[src/rtl/axis_sync_fifo.sv]
// axis_sync_fifo: single-clock show-ahead FIFO with occupancy count
module axis_sync_fifo #(
  parameter int W = 17,
  parameter int DEPTH = 4
) (
  input  logic                     clk,
  input  logic                     rst,
  input  logic                     push,
  input  logic                     pop,
  input  logic [W-1:0]             din,
  output logic [W-1:0]             dout,
  output logic                     full,
  output logic                     empty,
  output logic [$clog2(DEPTH):0]   count
);
  localparam int AW = $clog2(DEPTH);
  logic [W-1:0] mem [DEPTH];
  logic [AW-1:0] wr_ptr, rd_ptr;
  assign dout = mem[rd_ptr];
  assign full = count == (AW+1)'(DEPTH);
  assign empty = count == '0;
  // storage write, no reset needed since count gates every read
  always_ff @(posedge clk)
    if (push) mem[wr_ptr] <= din;
  // pointers wrap naturally; count stays put on simultaneous push and pop
  always_ff @(posedge clk)
    if (rst) begin
      wr_ptr <= '0;
      rd_ptr <= '0;
      count <= '0;
    end else begin
      wr_ptr <= wr_ptr + AW'(push);
      rd_ptr <= rd_ptr + AW'(pop);
      count <= count + (AW+1)'(push) - (AW+1)'(pop);
    end
endmodule

[config.mk]
export PLATFORM = sky130hd
export DESIGN_NAME = axis_sync_fifo
export DESIGN_NICKNAME = d
export VERILOG_FILES = /design/src/rtl/axis_sync_fifo.sv
export SDC_FILE = /design/constraint.sdc
export NUM_CORES = 1
export LEC_CHECK = 0
export ABC_AREA = 0
export BUFFER_PORTS_ARGS = -buffer_cell sky130_fd_sc_hd__buf_4
export CAP_MARGIN = 20
export CORE_MARGIN = 4
export CORE_UTILIZATION = 30
export DETAILED_ROUTE_END_ITERATION = 10
export SLEW_MARGIN = 15
export SYNTH_ARGS = -nofsm -noshare
export SYNTH_HDL_FRONTEND = slang
export SYNTH_SLANG_ARGS = --single-unit
[constraint.sdc]
create_clock -name clk -period 6.2 [get_ports clk]
set_input_delay 0 -clock clk [delete_from_list [all_inputs] [get_ports clk]]
set_output_delay 0 -clock clk [all_outputs]
set_load 0.005 [all_outputs]
==> results_dict.tcl, run 1 <==
set metrics [dict create \
    fin_crit_ps 1830 \
    wl_per_cell_um 14.9 \
    power.share.clock_pct 32.4 \
    synth_area_sq_mm 0.00284 \
    crit_type "flop to primary output" \
    ant_nets 0 \
    crit_fanout 16 \
    cp_slowest_cell "mux4_1" \
    yosysSeqAreaShare_pct 76.9 \
    place_congestion 0.648 \
    arrival_ps 1830 \
    crit_required_ps 6200 \
    yosysTopAreaCellShare_pct 72.0 \
    drc 0 \
    rsz0062_at_grt "no" \
    swShare_pct 22.2 \
    hold_viol_final 0 \
    route.vias.total 1363 \
    drtIter0Drc 40 \
    clkTransAtPathRegs_ps 80 \
    synth_largest_area_cell "edfxtp_1" \
    grt_max_degree 19 \
    coreArea_sq_mm 0.00924 \
    ys_async_sr_fraction_pct 0 \
    p_leak_nw 1.30 \
    synth_area_leaders "edfxtp_1 (72%), mux4_2 (7.9%), mux4_1 (6.5%)" \
    synthMostInstantiatedCell "edfxtp_1" \
    setup_tns_ps 0 \
    pwr_density_cell_mw_per_mm2 302 \
    start_util_pct 30.7 \
    synth-main-ff-cell "edfxtp_1" \
    vias_per_cell 4.21 \
    cts_max_level 3 \
    die_area_sq_mm 0.0111 \
    fin_skew_ps 13.8 \
    finalCritPeriodShare_pct 29.5 \
    io_pins 43 \
    final_nets 217 \
    dp_hpwl_um 2970 \
    die_height_um 105 \
    status "completed" \
    drt-total-wl_um 4820 \
    fmax_mhz 546 \
    cts_tree "done" \
    whs_ps 41.4 \
    critPathLaunchType "flop" \
    synth_common_cells "edfxtp_1 (68), mux4_2 (10), dfxtp_1 (7), mux4_1 (7)" \
    max_slew_margin_pct 34.1 \
    setup_violations 0 \
    port_buffers 42 \
    grt_usage_pct 9.10 \
    cts_buffer_depth 2 \
    crit_chain "buf_4 -> mux4_1 -> buf_4" \
    ys_seq_elements 75 \
    insertion_delay_ps 330 \
    pwr-share-comb_pct 13.6 \
    crit_top_cell "buf_4" \
    core.rowCount 35 \
    clockRootBuffer "clkbuf_8" \
    ir_drop_mv 0.128 \
    tightest_slew_ps 988 \
    grt-ovfl-total 0 \
    maxSlewViolCount 0 \
    synth_cell_type_count 19 \
    hold_class "primary input to flop" \
    yosys_warnings 0 \
    avgSynthCellArea_sq_um 23.2 \
    synth_nets 148 \
    pwr-share-seq_pct 54.1 \
    antenna_found_initial 0 \
    synth-edff-count 68 \
    cts_buffers 9 \
    first_global_vias 1434 \
    fin_area_sq_mm 0.00366 \
    worst-path-buf-inv 2 \
    p_switching_mw 0.246 \
    drt-pass1-iter-count 4 \
    syn_to_final_growth_pct 29.2 \
    cp-end-kind "primary output" \
    max_cap_violations 0 \
    drive_above_1_share_pct 35.9 \
    critPathTopFamily "multiplexers" \
    internal-power_mw 0.859 \
    grt_pass1_wl_um 7580 \
    diodes 0 \
    cts_sinks 75 \
    die_w_um 105 \
    cts_resized 0 \
    placed_cell_area_sq_mm 0.00329 \
    synthesis.instances 122 \
    critPathMaxStageDelay_ps 630 \
]
==> flip-flops by register name, summed over array words and instances (netlist names) <==
register / cells
mem: 68
wr_ptr: 2
count: 3
rd_ptr: 2
==> cell type report <==
cell class / count / area [sq um]
Clock inverter: 6 / 65.1
Inverter: 4 / 15.0
Multi-Input combinational cell: 39 / 606
Fill cell: 847 / 5580
Tap cell: 129 / 161
Clock buffer: 9 / 124
Timing Repair Buffer: 62 / 510
Sequential cell: 75 / 2180
==> power by group through the flow <==
stage          clock, mW  sequential [mW]  combinational, mW
2_1_floorplan          0            0.602             0.0787
5_1_grt            0.394            0.601              0.166
4_1_cts            0.365            0.598              0.154
6_report           0.358            0.597              0.150
3_5_place_dp           0            0.609              0.144
3_3_place_gp           0            0.609              0.143
==> logic make-up (layout without fill, tap and decap cells) <==
| logic type | Yosys count | in the layout | share of synthesized area [%] |
|---|---|---|---|
| xor gates and xnor gates | 3 | 3 | 1.46 |
| buffers and inverters | 8 | 81 | 1.98 |
| muxes | 17 | 17 | 14.4 |
| and+or+nand+nor | 14 | 14 | 2.73 |
| adders and majority gates | 5 | 5 | 2.47 |
| DFF | 75 | 75 | 76.9 |
==> timing repair <==
item                      4_1_cts  5_1_grt
hold endpoints to repair       75        0
hold buffers                   18        0
setup buffers                   0        0
==> routing by layer <==
metal / wire length, um / global-route usage (%) / part of all wire [%]
met2: 2430 / 15.2 / 50
met1: 2100 / 10.9 / 44
met3: 205 / 2.94 / 4.3
met4: 76 / 3.56 / 1.6
met5: 0 / 0 / 0
==> worst paths after layout <==
check            start        end  slack (ps)  depth (start not counted)
max          rd_ptr[0]    dout[1]        4370                          3
min               push  wr_ptr[0]          40                          3
max reg2reg  wr_ptr[0]  mem[1][3]        4550                          1
min reg2reg  wr_ptr[1]  wr_ptr[1]         580                          2
==> stage by stage <==
stage | cells | setup slack (ps) | utilization [%] | power [mW]
global placement | 291 | 4560 | 35.7 | 0.752
floorplan | 122 | 4120 | - | 0.681
detailed placement | 291 | 4550 | 35.7 | 0.753
finish | 324 | 4370 | 39.6 | 1.10
global route | 324 | 4260 | 39.6 | 1.16
CTS | 324 | 4330 | 39.6 | 1.12
==> cells in the final DEF, fill, tap and decap left out, types with 3 or more instances in the layout <==
master | Yosys | final
nor2b_1 | 4 | 4
nor2_1 | 4 | 3
mux4_1 | 7 | 7
edfxtp_1 | 68 | 68
dfxtp_1 | 7 | 7
mux4_2 | 10 | 10
ha_1 | 4 | 4
clkbuf_8 | 0 | 9
inv_1 | 4 | 4
buf_4 | 0 | 44
dlygate4sd3_1 | 0 | 18
Power figures use the tool's default switching activity.
==> inputs of run 2 (changes only) <==
ABC_AREA = 1   (was 0)
clock period = 1.5 ns   (was 6.2 ns; I/O delays follow)
==> run 2 against run 1 <==
Register-to-register slack worse by 4500 ps. First-iteration DRC count grew to 3.2 times the previous value. Sequential share of layout area is 6.3 points lower. Critical path type is now flop to flop. Largest power group unchanged.
==> results_dict.tcl, run 2 <==
set metrics [dict create \
    clkTransAtPathRegs_ps 70 \
    p_switching_mw 1.18 \
    final_common_cell "edfxtp_1" \
    crit_fanout 2 \
    cts_buffer_depth 2 \
    diodes 0 \
    synth-edff-count 68 \
    place_congestion 0.697 \
    fin_skew_ps 5.85 \
    arrival_ps 1780 \
    clockRootBuffer "clkbuf_8" \
    antenna_found_initial 0 \
    drt-pass1-iter-count 4 \
    coreArea_sq_mm 0.00986 \
    reg_top3 "mem (68), count (3)" \
    tightest_slew_ps 323 \
    placed_cells 421 \
    cts_tree "done" \
    hold_class "primary input to flop" \
    fin_util_pct 41.6 \
    wl_per_cell_um 12.5 \
    internal-power_mw 3.58 \
    ys_seq_elements 75 \
    pwr-share-seq_pct 51.6 \
    maxSlewViolCount 0 \
    avgSynthCellArea_sq_um 12.6 \
    critPathLaunchType "flop" \
    crit_required_ps 1780 \
    finalCritPeriodShare_pct 100 \
    synth_area_leaders "edfxtp_1 (67%), inv_1 (5.8%), dfxtp_1 (4.6%)" \
    yosys_warnings 0 \
    synth_largest_area_cell "edfxtp_1" \
    synth_cell_type_count 18 \
    cts_buffers 9 \
    instances_no_fill 457 \
    pwr_density_cell_mw_per_mm2 1160 \
    ir_drop_mv 0.629 \
    power.share.clock_pct 31.1 \
    core.rowCount 36 \
    port_buffers 42 \
    max_flop_register "mem" \
    synth_nets 269 \
    num-fill-cells 930 \
    setup_tns_ps 0 \
    crit_type "flop to flop" \
    grt_max_degree 69 \
    grt_usage_pct 9.97 \
    fin_total_pwr_mw 4.76 \
    max_cap_violations 0 \
    fmax_mhz 667 \
    syn_to_final_growth_pct 33.8 \
    die_height_um 109 \
    drive_above_1_share_pct 29.6 \
    synth_common_cells "edfxtp_1 (68), inv_1 (47), nand2_1 (37), a21oi_1 (18), o21ai_0 (17)" \
    hold_viol_final 0 \
    dp_hpwl_um 3610 \
    yosysSeqAreaShare_pct 71.1 \
    cts_max_level 3 \
    insertion_delay_ps 330 \
    swShare_pct 24.7 \
    ant_nets 0 \
    largest_reg_flops 68 \
    first_global_vias 1830 \
    layout_common_cells "edfxtp_1 (68), buf_4 (54), inv_1 (44), nand2_1 (37), dlygate4sd3_1 (19)" \
    synth-main-ff-cell "edfxtp_1" \
    yosysTopAreaCellShare_pct 66.6 \
    synth_area_sq_mm 0.00307 \
    setup_violations 0 \
    io_pins 43 \
    drtIter0Drc 126 \
    status "completed" \
    max_slew_margin_pct 78.4 \
    grt_pass1_wl_um 9000 \
    route.vias.total 1890 \
    synthMostInstantiatedCell "edfxtp_1" \
    drt-total-wl_um 5710 \
    start_util_pct 31.1 \
    p_leak_nw 1.61 \
    grt-ovfl-total 0 \
    die_area_sq_mm 0.0119 \
    cts_sinks 75 \
    vias_per_cell 4.14 \
    rsz0062_at_grt "yes" \
    final_nets 345 \
    synthesis.instances 243 \
    pwr-share-comb_pct 17.3 \
    cp-end-kind "flop" \
    drc 0 \
    whs_ps 35.5 \
    fin_crit_ps 1500 \
    die_w_um 109 \
    ys_async_sr_fraction_pct 0 \
]
run 2: cell types whose count changed in the layout (fill, tap and decap cells not counted), sizes merged, moves of 12 or more:
cell    previous run  this run
mux4              17         0
o211ai             0        17
a21oi              0        18
o21ai              0        17
nand2              1        37
inv                6        48
buf               44        56
run 2: path summary, 6_finish.rpt:
check | from | endpoint | slack, ps | cells past startpoint
setup / recovery | count[0] | count[1] | 0.4 | 7
hold / removal | push | count[0] | 40 | 4
setup reg to reg | count[0] | count[1] | 0.4 | 7
hold reg to reg | rd_ptr[1] | rd_ptr[1] | 570 | 2
run 2: layer usage:
| layer | wire (um) | global-route usage, % | vias up |
|---|---|---|---|
| met5 | 0 | 0 | - |
| met4 | 85 | 4.60 | 0 |
| met3 | 302 | 3.43 | 8 |
| met2 | 2570 | 14.4 | 31 |
| met1 | 2750 | 13.4 | 871 |
| li1 | - | - | 980 |
run 2: cell type report:
cell class	instances	area, sq um	area share (%)
Multi-Input combinational cell	110	721	17.6
Tap cell	133	166	4.05
Clock buffer	10	128	3.11
Sequential cell	75	2190	53.3
Timing Repair Buffer	76	661	16.1
Inverter	47	176	4.30
Clock inverter	6	65.1	1.58
run 2: power by group through the flow:
stage                     sequential [mW]  combinational [mW]  clock [mW]
after global placement               2.50               0.728           0
after global routing                 2.47               0.940        1.62
after detailed placement             2.50               0.740           0
final                                2.46               0.824        1.48
after CTS                            2.45               0.786        1.53
after floorplan                      2.49               0.367           0
run 2: cell families after synthesis:
logic type / share of synthesized area [%]
AOI/OAI and AO/OA: 11.5
xor gates and xnor gates: 0.571
adders and majority gates: 2.28
buffers and inverters: 8.03
DFF: 71.1
and+or+nand+nor: 6.48
run 2: worst max-delay path, stage by stage, from the launching register on:
cell and delay (ps):
dfxtp_2 340, inv_2 40, ha_4 250, inv_2 40
ha_4 150, fa_2 530, inv_2 30, nor2_1 80
run 2: stage by stage:
stage / area (sq um) / worst slack (ps)
finish: 4110 / 0.425
global route: 4110 / -68.7
CTS: 4050 / 5.31
detailed placement: 3660 / -15.8
global placement: 3660 / 22.5
floorplan: 3090 / -125
run 2: repair_timing:
item	CTS	global route
setup endpoints to repair	1	12
gates cloned	0	1
endpoints found under the hold margin	75	0
pin swaps	0	3
buffers inserted	0	0
resized for setup	2	8
hold buffers	19	0
==> inputs of run 3 (changes only) <==
==> constraint.sdc (replaced) <==
create_clock -name clk -period 1.5 [get_ports clk]
set_input_delay 0.3 -clock clk [delete_from_list [all_inputs] [get_ports clk]]
set_output_delay 0.3 -clock clk [all_outputs]
set_load 0.005 [all_outputs]
==> run 3 against run 2 <==
The run now ends with setup timing left. First-iteration DRC count decreased by 65%. Global-route usage increased by 0.28 points. Wire length increased by 1.0%. Worst setup slack got worse by 110 ps. Non-clock buffer count decreased by 22.
==> results_dict.tcl, run 3 (synthesis gave the netlist of run 2 again) <==
set metrics [dict create \
    status "finished, violations left" \
    violations "setup timing" \
    final_common_cell "edfxtp_1" \
    max_slew_margin_pct 77.9 \
    core.rowCount 36 \
    cp-end-kind "primary output" \
    worst-path-buf-inv 2 \
    fin_ws_ps -114 \
    fin_crit_ps 1610 \
    pwr_density_cell_mw_per_mm2 1150 \
    reg_top3 "mem (68), count (3)" \
    antenna_found_initial 0 \
    finalCritPeriodShare_pct 108 \
    cts_sinks 75 \
    hold_class "primary input to flop" \
    crit_chain "buf_12 -> a21oi_1 -> o21ai_1 -> nand2_1 -> buf_4" \
    die_w_um 109 \
    drive_above_1_share_pct 31.8 \
    layout_common_cells "edfxtp_1 (68), inv_1 (44), buf_4 (40), nand2_1 (34), a21oi_1 (12)" \
    rsz0062_at_grt "yes" \
    clockRootBuffer "clkbuf_8" \
    syn_to_final_growth_pct 29.5 \
    cts_setup_buffers 0 \
    insertion_delay_ps 340 \
    fin_util_pct 40.3 \
    critPathMaxStageDelay_ps 390 \
    setup_violations 18 \
    coreArea_sq_mm 0.00986 \
    drt-pass1-iter-count 4 \
    cts_buffers 9 \
    maxSlewViolCount 0 \
    grt_pass1_wl_um 9140 \
    p_leak_nw 1.54 \
    route.vias.total 1837 \
    hold_viol_final 0 \
    critPathTopFamily "flip-flops" \
    cts_tree "done" \
    start_util_pct 31.1 \
    wl_per_cell_um 13.3 \
    fin_total_pwr_mw 4.55 \
    fmax_mhz 619 \
    vias_per_cell 4.22 \
    crit_required_ps 1200 \
    diodes 0 \
    drtIter0Drc 44 \
    max_cap_violations 0 \
    grt_usage_pct 10.2 \
    crit_type "flop to primary output" \
    io_pins 43 \
    die_height_um 109 \
    drt-total-wl_um 5770 \
    dp_hpwl_um 3500 \
    grt-ovfl-total 0 \
    fin_area_sq_mm 0.00397 \
    die_area_sq_mm 0.0119 \
    drc 0 \
    port_buffers 42 \
    max_flop_register "mem" \
    cts_max_level 3 \
    fin_skew_ps 9.61 \
    crit_fanout 17 \
    place_congestion 0.647 \
    largest_reg_flops 68 \
    tightest_slew_ps 331 \
    setup_tns_ps -1510 \
    cp_slowest_cell "dfxtp_4" \
    cts_buffer_depth 2 \
    critPathLaunchType "flop" \
    ant_nets 0 \
    grt_max_degree 27 \
    ctsHoldBuffers 0 \
    clkTransAtPathRegs_ps 70 \
    final_nets 323 \
    ir_drop_mv 0.522 \
    placed_cell_area_sq_mm 0.00368 \
    arrival_ps 1310 \
    first_global_vias 1873 \
]
-- run 3: power by group --
group | switching [mW] | total (mW) | internal (mW)
sequential | 0.0592 | 2.46 | 2.40
clock | 0.642 | 1.24 | 0.603
combinational | 0.420 | 0.848 | 0.429
total | 1.12 | 4.55 | 3.43
-- run 3: final cells by class --
class / count / area (sq um)
Clock inverter: 1 / 5.00
Tap cell: 133 / 166
Clock buffer: 15 / 146
Timing Repair Buffer: 54 / 549
Inverter: 47 / 176
Sequential cell: 75 / 2190
Fill cell: 916 / 5890
Multi-Input combinational cell: 110 / 742
-- run 3: timing repair --
action	in CTS	in global routing
resized for setup	14	20
cloned	1	1
pin swaps	2	12
setup endpoints to repair	18	18
-- run 3: worst paths after layout --
| kind | start | endpoint | slack, ps | cells after the start |
|---|---|---|---|---|
| max reg2reg | count[0] | count[1] | -10 | 7 |
| max | rd_ptr[0] | dout[13] | -110 | 5 |
| min reg2reg | count[1] | count[2] | 620 | 3 |
| min | din[7] | mem[0][7] | 160 | 1 |
-- run 3: routing by layer --
| layer | GRT usage [%] | up-vias | share of wire [%] |
|---|---|---|---|
| li1 | - | 934 | - |
| met1 | 12.1 | 866 | 45 |
| met2 | 16.6 | 31 | 47 |
| met3 | 4.32 | 6 | 6.5 |
| met4 | 3.88 | 0 | 0.97 |
| met5 | 0 | - | 0 |
-- run 3: metrics by stage --
stage / hold slack [ps] / worst slack, ps / instances
final: 158 / -114 / 435
after CTS: 142 / -146 / 434
after global placement: 501 / -59.3 / 417
after floorplan: 364 / -125 / 243
after detailed placement: 505 / -86.6 / 417
after global routing: 138 / -211 / 435
